<file path="src/rtl/serial_add_pkg.sv">
// Shared constants for the bit-serial add/subtract controller:
// FSM state encodings and operation select values.
package serial_add_pkg;

  localparam logic [1:0] ST_IDLE = 2'd0;
  localparam logic [1:0] ST_RUN  = 2'd1;
  localparam logic [1:0] ST_DONE = 2'd2;

  localparam logic OP_ADD = 1'b0;
  localparam logic OP_SUB = 1'b1;

endpackage

</file>
<file path="src/rtl/serial_add_ctrl_fa.sv">
// Single-bit full-adder cell used by the serial controller.
module serial_add_ctrl_fa (
  input  logic a,
  input  logic b,
  input  logic ci,
  output logic s,
  output logic co
);

  assign s  = a ^ b ^ ci;
  assign co = (a & b) | (ci & (a ^ b));

endmodule

</file>
<file path="src/rtl/serial_add_ctrl.sv">
// Bit-serial add/subtract controller. One full-adder cell is stepped over
// WIDTH cycles, LSB first, with the carry held in a register between bits.
// Subtract is a + ~b + 1: B is inverted on load and the carry seeded with 1.
module serial_add_ctrl
  import serial_add_pkg::*;
#(
  parameter int WIDTH = 8
) (
  input  logic             clk,
  input  logic             reset,
  input  logic             start,
  input  logic             op,
  input  logic             cin,
  input  logic [WIDTH-1:0] a,
  input  logic [WIDTH-1:0] b,
  output logic             busy,
  output logic             done,
  output logic [WIDTH-1:0] sum,
  output logic             cout,
  output logic             ovf
);

  localparam int              CNT_W    = $clog2(WIDTH);
  localparam logic [CNT_W-1:0] CNT_LAST = CNT_W'(WIDTH - 1);
  localparam logic [CNT_W-1:0] CNT_ONE  = CNT_W'(1);

  logic [1:0]       state_r;
  logic [CNT_W-1:0] cnt_r;
  logic             busy_r;
  logic             done_r;
  logic [WIDTH-1:0] a_sh_r;
  logic [WIDTH-1:0] b_sh_r;
  logic             carry_r;
  logic [WIDTH-1:0] sum_r;
  logic             cout_r;
  logic             ovf_r;

  logic             accept_s;
  logic             run_s;
  logic             last_s;
  logic             fa_sum_s;
  logic             fa_co_s;

  // A new request is taken only when no operation is in flight.
  assign accept_s = start & ((state_r == ST_IDLE) | (state_r == ST_DONE));
  assign run_s    = (state_r == ST_RUN);
  assign last_s   = run_s & (cnt_r == CNT_LAST);

  serial_add_ctrl_fa u_fa (
    .a  (a_sh_r[0]),
    .b  (b_sh_r[0]),
    .ci (carry_r),
    .s  (fa_sum_s),
    .co (fa_co_s)
  );

  // Sequencing FSM, bit counter and registered busy/done flags.
  always_ff @(posedge clk or posedge reset) begin
    if (reset) begin
      state_r <= ST_IDLE;
      cnt_r   <= {CNT_W{1'b0}};
      busy_r  <= 1'b0;
      done_r  <= 1'b0;
    end else begin
      case (state_r)
        ST_IDLE, ST_DONE: begin
          if (start) begin
            state_r <= ST_RUN;
            cnt_r   <= {CNT_W{1'b0}};
            busy_r  <= 1'b1;
            done_r  <= 1'b0;
          end else begin
            state_r <= ST_IDLE;
            busy_r  <= 1'b0;
            done_r  <= 1'b0;
          end
        end
        ST_RUN: begin
          if (cnt_r == CNT_LAST) begin
            // Counter holds at its last value so it never wraps.
            state_r <= ST_DONE;
            busy_r  <= 1'b0;
            done_r  <= 1'b1;
          end else begin
            cnt_r <= cnt_r + CNT_ONE;
          end
        end
        default: begin
          state_r <= ST_IDLE;
          cnt_r   <= {CNT_W{1'b0}};
          busy_r  <= 1'b0;
          done_r  <= 1'b0;
        end
      endcase
    end
  end

  // Operand shift registers, carry register and sum shift register.
  always_ff @(posedge clk or posedge reset) begin
    if (reset) begin
      a_sh_r  <= {WIDTH{1'b0}};
      b_sh_r  <= {WIDTH{1'b0}};
      carry_r <= 1'b0;
      sum_r   <= {WIDTH{1'b0}};
    end else if (accept_s) begin
      a_sh_r  <= a;
      b_sh_r  <= (op == OP_ADD) ? b : ~b;
      carry_r <= (op == OP_SUB) ? 1'b1 : cin;
    end else if (run_s) begin
      a_sh_r  <= {1'b0, a_sh_r[WIDTH-1:1]};
      b_sh_r  <= {1'b0, b_sh_r[WIDTH-1:1]};
      carry_r <= fa_co_s;
      sum_r   <= {fa_sum_s, sum_r[WIDTH-1:1]};
    end else begin
      carry_r <= carry_r;
    end
  end

  // Final carry and signed overflow, captured on the MSB step where
  // carry_r is the carry into the MSB and fa_co_s the carry out of it.
  always_ff @(posedge clk or posedge reset) begin
    if (reset) begin
      cout_r <= 1'b0;
      ovf_r  <= 1'b0;
    end else if (last_s) begin
      cout_r <= fa_co_s;
      ovf_r  <= carry_r ^ fa_co_s;
    end else begin
      cout_r <= cout_r;
    end
  end

  assign busy = busy_r;
  assign done = done_r;
  assign sum  = sum_r;
  assign cout = cout_r;
  assign ovf  = ovf_r;

endmodule

</file>
<file path="config.mk">
export PLATFORM = sky130hd
export DESIGN_NAME = serial_add_ctrl
export DESIGN_NICKNAME = d
export VERILOG_FILES = /design/src/rtl/serial_add_pkg.sv /design/src/rtl/serial_add_ctrl_fa.sv /design/src/rtl/serial_add_ctrl.sv
export SDC_FILE = /design/constraint.sdc
export NUM_CORES = 1
export LEC_CHECK = 0
export ABC_CLOCK_PERIOD_IN_PS = 2000
export CAP_MARGIN = 25
export CORE_MARGIN = 1.5
export CORE_UTILIZATION = 40
export DETAILED_ROUTE_END_ITERATION = 8
export PLACE_DENSITY = 0.66
export SLEW_MARGIN = 20
export SYNTH_ARGS = -nofsm -noshare
export SYNTH_HDL_FRONTEND = slang
export SYNTH_HIERARCHICAL = 1
export SYNTH_SLANG_ARGS = --single-unit
</file>
<file path="constraint.sdc">
create_clock -name clk -period 2 [get_ports clk]
set_input_delay 0.4 -clock clk [delete_from_list [all_inputs] [get_ports clk]]
set_output_delay 0.4 -clock clk [all_outputs]
set_load 0.1 [all_outputs]
</file>
# --- Word level (Yosys, flattened, before mapping) ---
# Cells that the tools add are included.
word_totals:
  reg_bits: 34
  in_bits: 21
  word_cells: 52
classes:
  add_sub_neg: 1
  n_eq_ne: 6
  n_mux: 19
  n_bitwise: 11
  reduce_logical: 5
op_table:
  columns: ["op", "n"]
  rows:
  - ["$mux W8", 5]
  - ["$mux W1", 8]
  - ["$not A8 Y8", 1]
  - ["$mux W3", 2]
  - ["$pmux W3 S2", 1]
  - ["$and A1 B1 Y1", 4]
  - ["$ne A2 B2 Y1 const B", 2]
  - ["$pmux W2 S2", 1]
  - ["$reduce_and A2 Y1", 2]
  - ["$add A3 B1 Y3 const B", 1]
  - ["$eq A3 B3 Y1 const B", 1]
  - ["$xor A1 B1 Y1", 3]
  - ["$eq A2 B1 Y1 const B", 1]
  - ["$eq A2 B2 Y1 const B", 1]
  - ["$logic_not A2 Y1", 1]
  - ["$mux W2", 1]
  - ["$ne A2 B1 Y1 const B", 1]
  - ["$or A1 B1 Y1", 2]
  - ["$pmux W1 S2", 1]
  - ["$reduce_bool A2 Y1", 1]
  - ["$reduce_or A2 Y1", 1]
  - ["$not A1 Y1", 1]

# --- Logic depth before layout (Yosys ltp) ---
# Gate-level depths: netlist (run 1).
logic_depth:
  word_depth: 5
  ltp_mapped: 5

# --- Cells and area by module ---
# Netlist (run 1), hierarchy kept.
by_module_without_submodules:
  columns: ["module", "instances", "cells_each", "area_each_um2", "seq_area_each_um2"]
  rows:
  - ["serial_add_ctrl", 1, 138, 1456.4, 800.8]
  - ["serial_add_ctrl_fa", 1, 1, 20.0, 0.0]

# --- Worst setup path before layout (run 1) ---
# OpenSTA, ideal clock, no wires.
synth_timing:
  kind: "register to register"
  start: "register state_r[0]"
  end: "register cout_r (netlist: cout)"
  setup_ps: 126
  t_arrival_ps: 1814
  t_required_ps: 1874
  path_slack_ps: 60
  stages_incl_launch_ff: 5
  n_path_buf: 1
  path_cell_list: "dfrtp_1 > nor2b_4 > buf_6 > and2_4 > mux2_4"
synth_via:
  elab_chain_len: 2
synth_lines:
  columns: ["item", "line_no", "source"]
  rows:
  - ["from (decl)", "serial_add_ctrl.sv:27", "logic [1:0] state_r;"]
  - ["from (signal assigned)", "serial_add_ctrl.sv:60", "state_r <= ST_IDLE;"]
  - ["from (signal assigned)", "serial_add_ctrl.sv:68", "state_r <= ST_RUN;"]
  - ["from (signal assigned)", "serial_add_ctrl.sv:73", "state_r <= ST_IDLE;"]
  - ["$eq A2 B1 Y1", "serial_add_ctrl.sv:46", "assign run_s = (state_r == ST_RUN);"]
  - ["$and A1 B1 Y1", "serial_add_ctrl.sv:47", "assign last_s = run_s & (cnt_r == CNT_LAST);"]
  - ["to (signal assigned)", "serial_add_ctrl.sv:126", "cout_r <= fa_co_s;"]
  - ["to (signal assigned)", "serial_add_ctrl.sv:129", "cout_r <= cout_r;"]
  - ["to (decl)", "serial_add_ctrl.sv:35", "logic cout_r;"]
# No other way between the ends.
# A chain may end at the register's enable or synchronous reset.

# --- Worst setup path in the final report (run 1) ---
# Ends and elaborated chain as after synthesis.

==> impl_metrics.json, run 1 <==
{
  "hold_start": "sum[0]",
  "antenna_cells": 0,
  "crit_family": "simple AND/OR/NAND/NOR gates",
  "clk_latency_ns": 0.28,
  "cts_resized": 0,
  "yosys-top-cells-area": "dfrtp_1 54%, nand2_1 8.6%, a221o_1 5.4%",
  "dr.first_iter.drc_count": 35,
  "post-route-util_pct": 54.78,
  "antenna_found_initial": 0,
  "clkSinkCount": 32,
  "grt_pass1_wl_um": 4450,
  "rows": 21,
  "outcome": "finished clean",
  "yosysUniqueCellTypes": 24,
  "arrival_ns": 1.69,
  "maxCapViolations": 0,
  "crit_type": "reg2reg",
  "area_growth_pct": 27.71,
  "dp_slack_ns": 0.2340,
  "gp_congestion": 0.7531,
  "ios": 33,
  "setup_violations": 0,
  "start_kind": "register",
  "async_flop_share_pct": 100.0,
  "ir_worst_vdd_mv": 0.5255,
  "clk_path_buf_depth": 2,
  "routed.top_layer": "met4",
  "drt-pass1-iter-count": 4,
  "final_layout_size_suffix_gt1_share_pct": 15.03,
  "yosysMostFrequentCell": "nand2_1",
  "tritoncts": "yes",
  "drv_slew": 0,
  "drcViolationCount": 0,
  "critical-path-max-stage-delay_ns": 0.46,
  "synth_area_mm2": 0.001476,
  "drt_wl_total_um": 2752,
  "endpoint_kind": "register",
  "grt-ovfl-total": 0,
  "crit_required_ns": 2.16,
  "synth_seq_cells": 32,
  "grt_pass1_vias": 1011,
  "worst-path-buf-inv": 0,
  "ys_warn_count": 6,
  "synth_area_per_cell_um2": 10.62,
  "avgRoutedWirePerCell_um": 12.57,
  "routed-wl-met3_um": 165,
  "r2r_start": "state_r[0]",
  "setup_tns_ns": 0,
  "synth_ff_type": "dfrtp_1",
  "die_area_mm2": 0.004065,
  "hold_class": "reg2reg",
  "die_x_um": 63.76,
  "core_area_mm2": 0.003442,
  "final_antenna_net_count": 0,
  "pwr-share-seq_pct": 33.4,
  "post-route-period-util_pct": 76.25,
  "wl_met2_um": 1317,
  "grt_max_degree": 33,
  "syn_inst": 139,
  "root_buffer": "clkbuf_8",
  "synth_common_cells": "34 x nand2_1, 32 x dfrtp_1, 10 x nor2_1",
  "clock_skew_ns": 0.002651,
  "netSwitchingPower_uw": 1650,
  "synth-edff-count": 0,
  "cp_slowest_cell": "dfrtp_1",
  "dp_hpwl_um": 1995,
  "synth_top_area_cell": "dfrtp_1",
  "period_needed_ns": 1.525,
  "cp_max_fo": 15,
  "nNetsFinal": 196,
  "pwr-share-comb_pct": 52.2,
  "clk_pin_slew_ns": 0.06,
  "worst_pin_slew_ns": 0.6933,
  "path_cells": "nor2b_4 > and2_4 > mux2_4",
  "port_buffers": 32,
  "cts.htree.levels": 2,
  "grtUsageTotal_pct": 14.38,
  "fin_ws_ns": 0.4750,
  "rsz0062_at_grt": "no",
  "vias": 1072,
  "fp.dieH_um": 63.76,
  "clock.fmax_mhz": 655.8,
  "cts_hold_buf": 0,
  "post_cts_buffers": 0,
  "critPathLaunch": "state_r[0]",
  "hold_viol_final": 0,
  "cts_buffers": 5,
  "yosysSeqAreaShare_pct": 54.24,
  "swShare_pct": 48.37,
  "syn-num-nets": 163,
  "start_util_pct": 42.89,
  "slew_headroom_pct": 53.78,
  "m1WireLength_um": 1242,
  "via_per_inst": 4.895,
  "cellPowerDensity_mw_per_mm2": 1809,
  "clkPwrFrac_pct": 14.4,
  "p_int_uw": 1761,
  "fillers": 325,
  "p_leak_uw": 0.0008916,
  "synth_top_cell_area_share_pct": 54.24
}
registers in the layout, indices dropped and copies added, names as in the netlist:
| register | cells |
|---|---|
| a_sh_r | 8 |
| b_sh_r | 8 |
| carry_r | 1 |
| cnt_r | 3 |
| cout | 1 |
| done | 1 |
| ovf | 1 |
| state_r | 1 |
| sum | 8 |
power groups by stage:
stage	Clock [µW]	Combinational [µW]	Sequential (µW)
6_report	491	1780	1140
5_1_grt	546	1890	1170
4_1_cts	512	1800	1140
3_5_place_dp	0	1800	1150
3_3_place_gp	0	1750	1130
2_1_floorplan	0	745	1820
final timing paths:
kind	endpoint	slack, ns	cells after the start
setup / recovery	cout	0.48	3
hold / removal	sum[0]	0.49	2
setup reg to reg	cout	0.48	3
hold reg to reg	sum[0]	0.49	2
max in group asynchronous	cnt_r[2]	1.20	3
min in group asynchronous	sum[4]	0.52	3
worst register-to-register path, cell delays in order (launching register included):
cell     delay, ns
dfrtp_1       0.46
nor2b_4       0.42
and2_4        0.23
mux2_4        0.30
layout make-up:
cell class / count / area, µm² / share of cell area (%)
sequential: 32 / 800.8 / 42.47
clock buffer: 8 / 90.09 / 4.778
timing repair buffer: 36 / 332.8 / 17.65
tap: 46 / 57.56 / 3.052
multi-input combinational: 96 / 600.6 / 31.85
inverter: 1 / 3.754 / 0.1991
per-layer routing:
metal,track usage [%],vias to the layer above
met4,5.435,0
met2,23.42,32
met3,4.754,2
met5,0,-
li1,-,533
met1,17.76,505
cells in the final DEF (no fill, tap or decap), types with 2 or more instances in the layout:
master           netlist  final
nand2_1               34     34
dfrtp_1               32     32
clkdlybuf4s50_1        0     20
buf_4                  1     15
nor2_1                10     10
xnor2_1                8      8
a221o_1                8      8
a22oi_1                7      7
nand3_1                7      7
clkbuf_8               0      6
o21ai_0                4      4
nand2b_1               2      2
a21oi_1                2      2
xor2_1                 2      2
a22o_1                 2      2
mux2i_1                2      2
ha_1                   2      2
clkbuf_1               0      2
per-stage QoR:
step | total power, µW | std cells | hold WS [ns] | area (µm²)
3_5_place_dp | 2947 | 211 | 0.4843 | 1795
3_3_place_gp | 2878 | 211 | 0.4651 | 1795
2_1_floorplan | 2563 | 139 | 0.4663 | 1476
4_1_cts | 3453 | 219 | 0.4992 | 1886
6_report | 3411 | 219 | 0.4928 | 1886
5_1_grt | 3612 | 219 | 0.5309 | 1886
kinds of logic (layout without fill, tap and decap cells):
logic type,Yosys count,count (layout),share of synthesized area [%]
xor+xnor,10,10,5.933
compound gates,23,23,12.20
fa+ha+maj,3,3,3.051
mux,3,3,2.373
buf+inv,11,45,5.085
flops,32,32,54.24
simple gates,57,57,17.12
No activity file was read; power rests on OpenSTA's default activity.
==> run 2: changes to the inputs <==
--- a/config.mk
+++ b/config.mk
@@ -5,12 +5,12 @@
 export SDC_FILE = /design/constraint.sdc
 export NUM_CORES = 1
 export LEC_CHECK = 0
-export ABC_CLOCK_PERIOD_IN_PS = 2000
+export ABC_CLOCK_PERIOD_IN_PS = 1400
 export CAP_MARGIN = 25
 export CORE_MARGIN = 1.5
 export CORE_UTILIZATION = 40
 export DETAILED_ROUTE_END_ITERATION = 8
-export PLACE_DENSITY = 0.66
+export PLACE_DENSITY = 0.68
 export SLEW_MARGIN = 20
 export SYNTH_ARGS = -nofsm -noshare
 export SYNTH_HDL_FRONTEND = slang
==> constraint.sdc (replaced) <==
create_clock -name clk -period 1.4 [get_ports clk]
set_input_delay 0.28 -clock clk [delete_from_list [all_inputs] [get_ports clk]]
set_output_delay 0.28 -clock clk [all_outputs]
set_load 0.1 [all_outputs]
==> run 2 against run 1 <==
Against the previous run: wire length is 0.55% higher; sequential power is 50% higher; design area grew 11%; setup slack worse by 0.41 ns; clock skew is 0.0022 ns higher; non-clock buffer count up 6; register-to-register slack got worse by 0.41 ns; die area is the same; maximum frequency grew 14%; global-route usage rose by 1.6 points; count of clock-buffer cells in the layout down 2; sequential cell count is the same.
==> impl_metrics.json, run 2 (same netlist as run 1, synthesis figures left out) <==
{
  "tritoncts": "yes",
  "start_util_pct": 42.89,
  "grt_max_degree": 33,
  "grt-ovfl-total": 0,
  "antenna_cells": 0,
  "grt_pass1_wl_um": 4995,
  "start_kind": "register",
  "root_buffer": "clkbuf_8",
  "via_per_inst": 4.929,
  "worst_pin_slew_ns": 0.2512,
  "drt_wl_total_um": 2767,
  "critical-path-max-stage-delay_ns": 0.39,
  "rsz0062_at_grt": "no",
  "core_area_mm2": 0.003442,
  "worst-path-buf-inv": 0,
  "crit_type": "reg2reg",
  "path_cells": "ha_1 > ha_2 > and2_4 > mux2_4",
  "drt-pass1-iter-count": 4,
  "antenna_found_initial": 0,
  "fp.dieH_um": 63.76,
  "clk_latency_ns": 0.28,
  "crit_family": "adder cells",
  "clock.fmax_mhz": 747.8,
  "post-route-period-util_pct": 95.52,
  "clock_skew_ns": 0.004842,
  "cts_buffers": 5,
  "maxCapViolations": 0,
  "grtUsageTotal_pct": 15.98,
  "routed-wl-met3_um": 193,
  "mostFrequentLayoutCells": "34 x nand2_1, 30 x dfrtp_1, 20 x clkdlybuf4s50_1",
  "rows": 21,
  "m1WireLength_um": 1137,
  "outcome": "finished clean",
  "drv_slew": 0,
  "dp_hpwl_um": 2122,
  "hold_viol_final": 0,
  "vias": 1109,
  "die_x_um": 63.76,
  "fin_ws_ns": 0.06277,
  "cts.htree.levels": 2,
  "place_inst": 216,
  "period_needed_ns": 1.337,
  "dp_slack_ns": -0.1933,
  "arrival_ns": 1.50,
  "fillers": 301,
  "clk_pin_slew_ns": 0.06,
  "final_antenna_net_count": 0,
  "routed.top_layer": "met4",
  "clkSinkCount": 32,
  "port_buffers": 32,
  "ir_worst_vdd_mv": 0.8853,
  "grt_pass1_vias": 1120,
  "endpoint_kind": "register",
  "ios": 33,
  "clk_path_buf_depth": 2,
  "final_layout_size_suffix_gt1_share_pct": 21.23,
  "crit_required_ns": 1.57,
  "p_leak_uw": 0.0009685,
  "avgRoutedWirePerCell_um": 12.30,
  "cp_max_fo": 3,
  "nNetsFinal": 202,
  "die_area_mm2": 0.004065,
  "dr.first_iter.drc_count": 56,
  "area_growth_pct": 41.95,
  "hold_class": "in2async",
  "cp_slowest_cell": "dfrtp_1",
  "cellPowerDensity_mw_per_mm2": 2574,
  "gp_congestion": 0.7264,
  "wl_met2_um": 1386,
  "layout_commonest_cell": "nand2_1",
  "drcViolationCount": 0,
  "fin_cells": 225,
  "setup_violations": 0,
  "slew_headroom_pct": 83.22
}
-- run 2: repair_timing --
| item | CTS | global route |
|---|---|---|
| setup endpoints to repair | 1 | 5 |
| buffers inserted | 1 | 0 |
| resized for setup | 0 | 2 |
| hold buffers | 0 | 0 |
-- run 2: metal layers --
layer | up-vias | global-route usage [%]
li1 | 545 | -
met1 | 520 | 19.30
met2 | 39 | 26.45
met3 | 5 | 4.577
met4 | 0 | 7.337
met5 | - | 0
-- run 2: power breakdown --
part	switching, µW	internal (µW)
clock network	321	391
logic	1780	1200
registers	364	1350
-- run 2: worst paths after layout --
path / slack (ns) / cells after the start / start / endpoint
max in group asynchronous: 0.87 / 3 / reset / done
hold reg to reg: 0.50 / 2 / a_sh_r[4] / a_sh_r[4]
hold / removal: 0.34 / 3 / reset / cnt_r[2]
setup / recovery: 0.06 / 4 / cnt_r[0] / cout
min in group clk: 0.50 / 2 / a_sh_r[4] / a_sh_r[4]
setup reg to reg: 0.06 / 4 / cnt_r[0] / cout
-- run 2: through the flow --
step           power [µW]  hold slack (ns)  setup TNS (ns)  util [%]  instance area, µm²
2_1_floorplan        3679           0.3962         -0.4578         -                1486
3_3_place_gp         4588           0.4811          -2.211     57.83                1991
3_5_place_dp         4702           0.4895          -2.372     57.83                1991
4_1_cts              5444           0.3492               0     60.74                2091
5_1_grt              5726           0.3774               0     60.89                2096
6_report             5394           0.3390               0     60.89                2096
-- run 2: area by class of cell --
cell class              count  area (µm²)  share of cell area (%)
clock buffers               6       82.58                   3.940
clock inverters             2       10.01                  0.4776
inverters                   1       3.754                  0.1791
multi-input cells          96       605.6                   28.90
flip-flops and latches     32       808.3                   38.57
well taps                  46       57.56                   2.746
repair buffers             42       528.0                   25.19
-- run 2: worst min-delay path, stage by stage --
cell and delay, ns:
clkdlybuf4s50_1 0.40, inv_1 0.09, buf_12 0.20
==> run 3: changes to the inputs <==
--- a/config.mk
+++ b/config.mk
@@ -9,6 +9,7 @@
 export CAP_MARGIN = 25
 export CORE_MARGIN = 1.5
 export CORE_UTILIZATION = 40
+export CTS_BUF_LIST = sky130_fd_sc_hd__clkbuf_4 sky130_fd_sc_hd__clkbuf_8
 export DETAILED_ROUTE_END_ITERATION = 8
 export PLACE_DENSITY = 0.68
 export SLEW_MARGIN = 20
==> results of run 3 <==
Same layout as run 2: the final DEF is identical, and so are final timing and power.
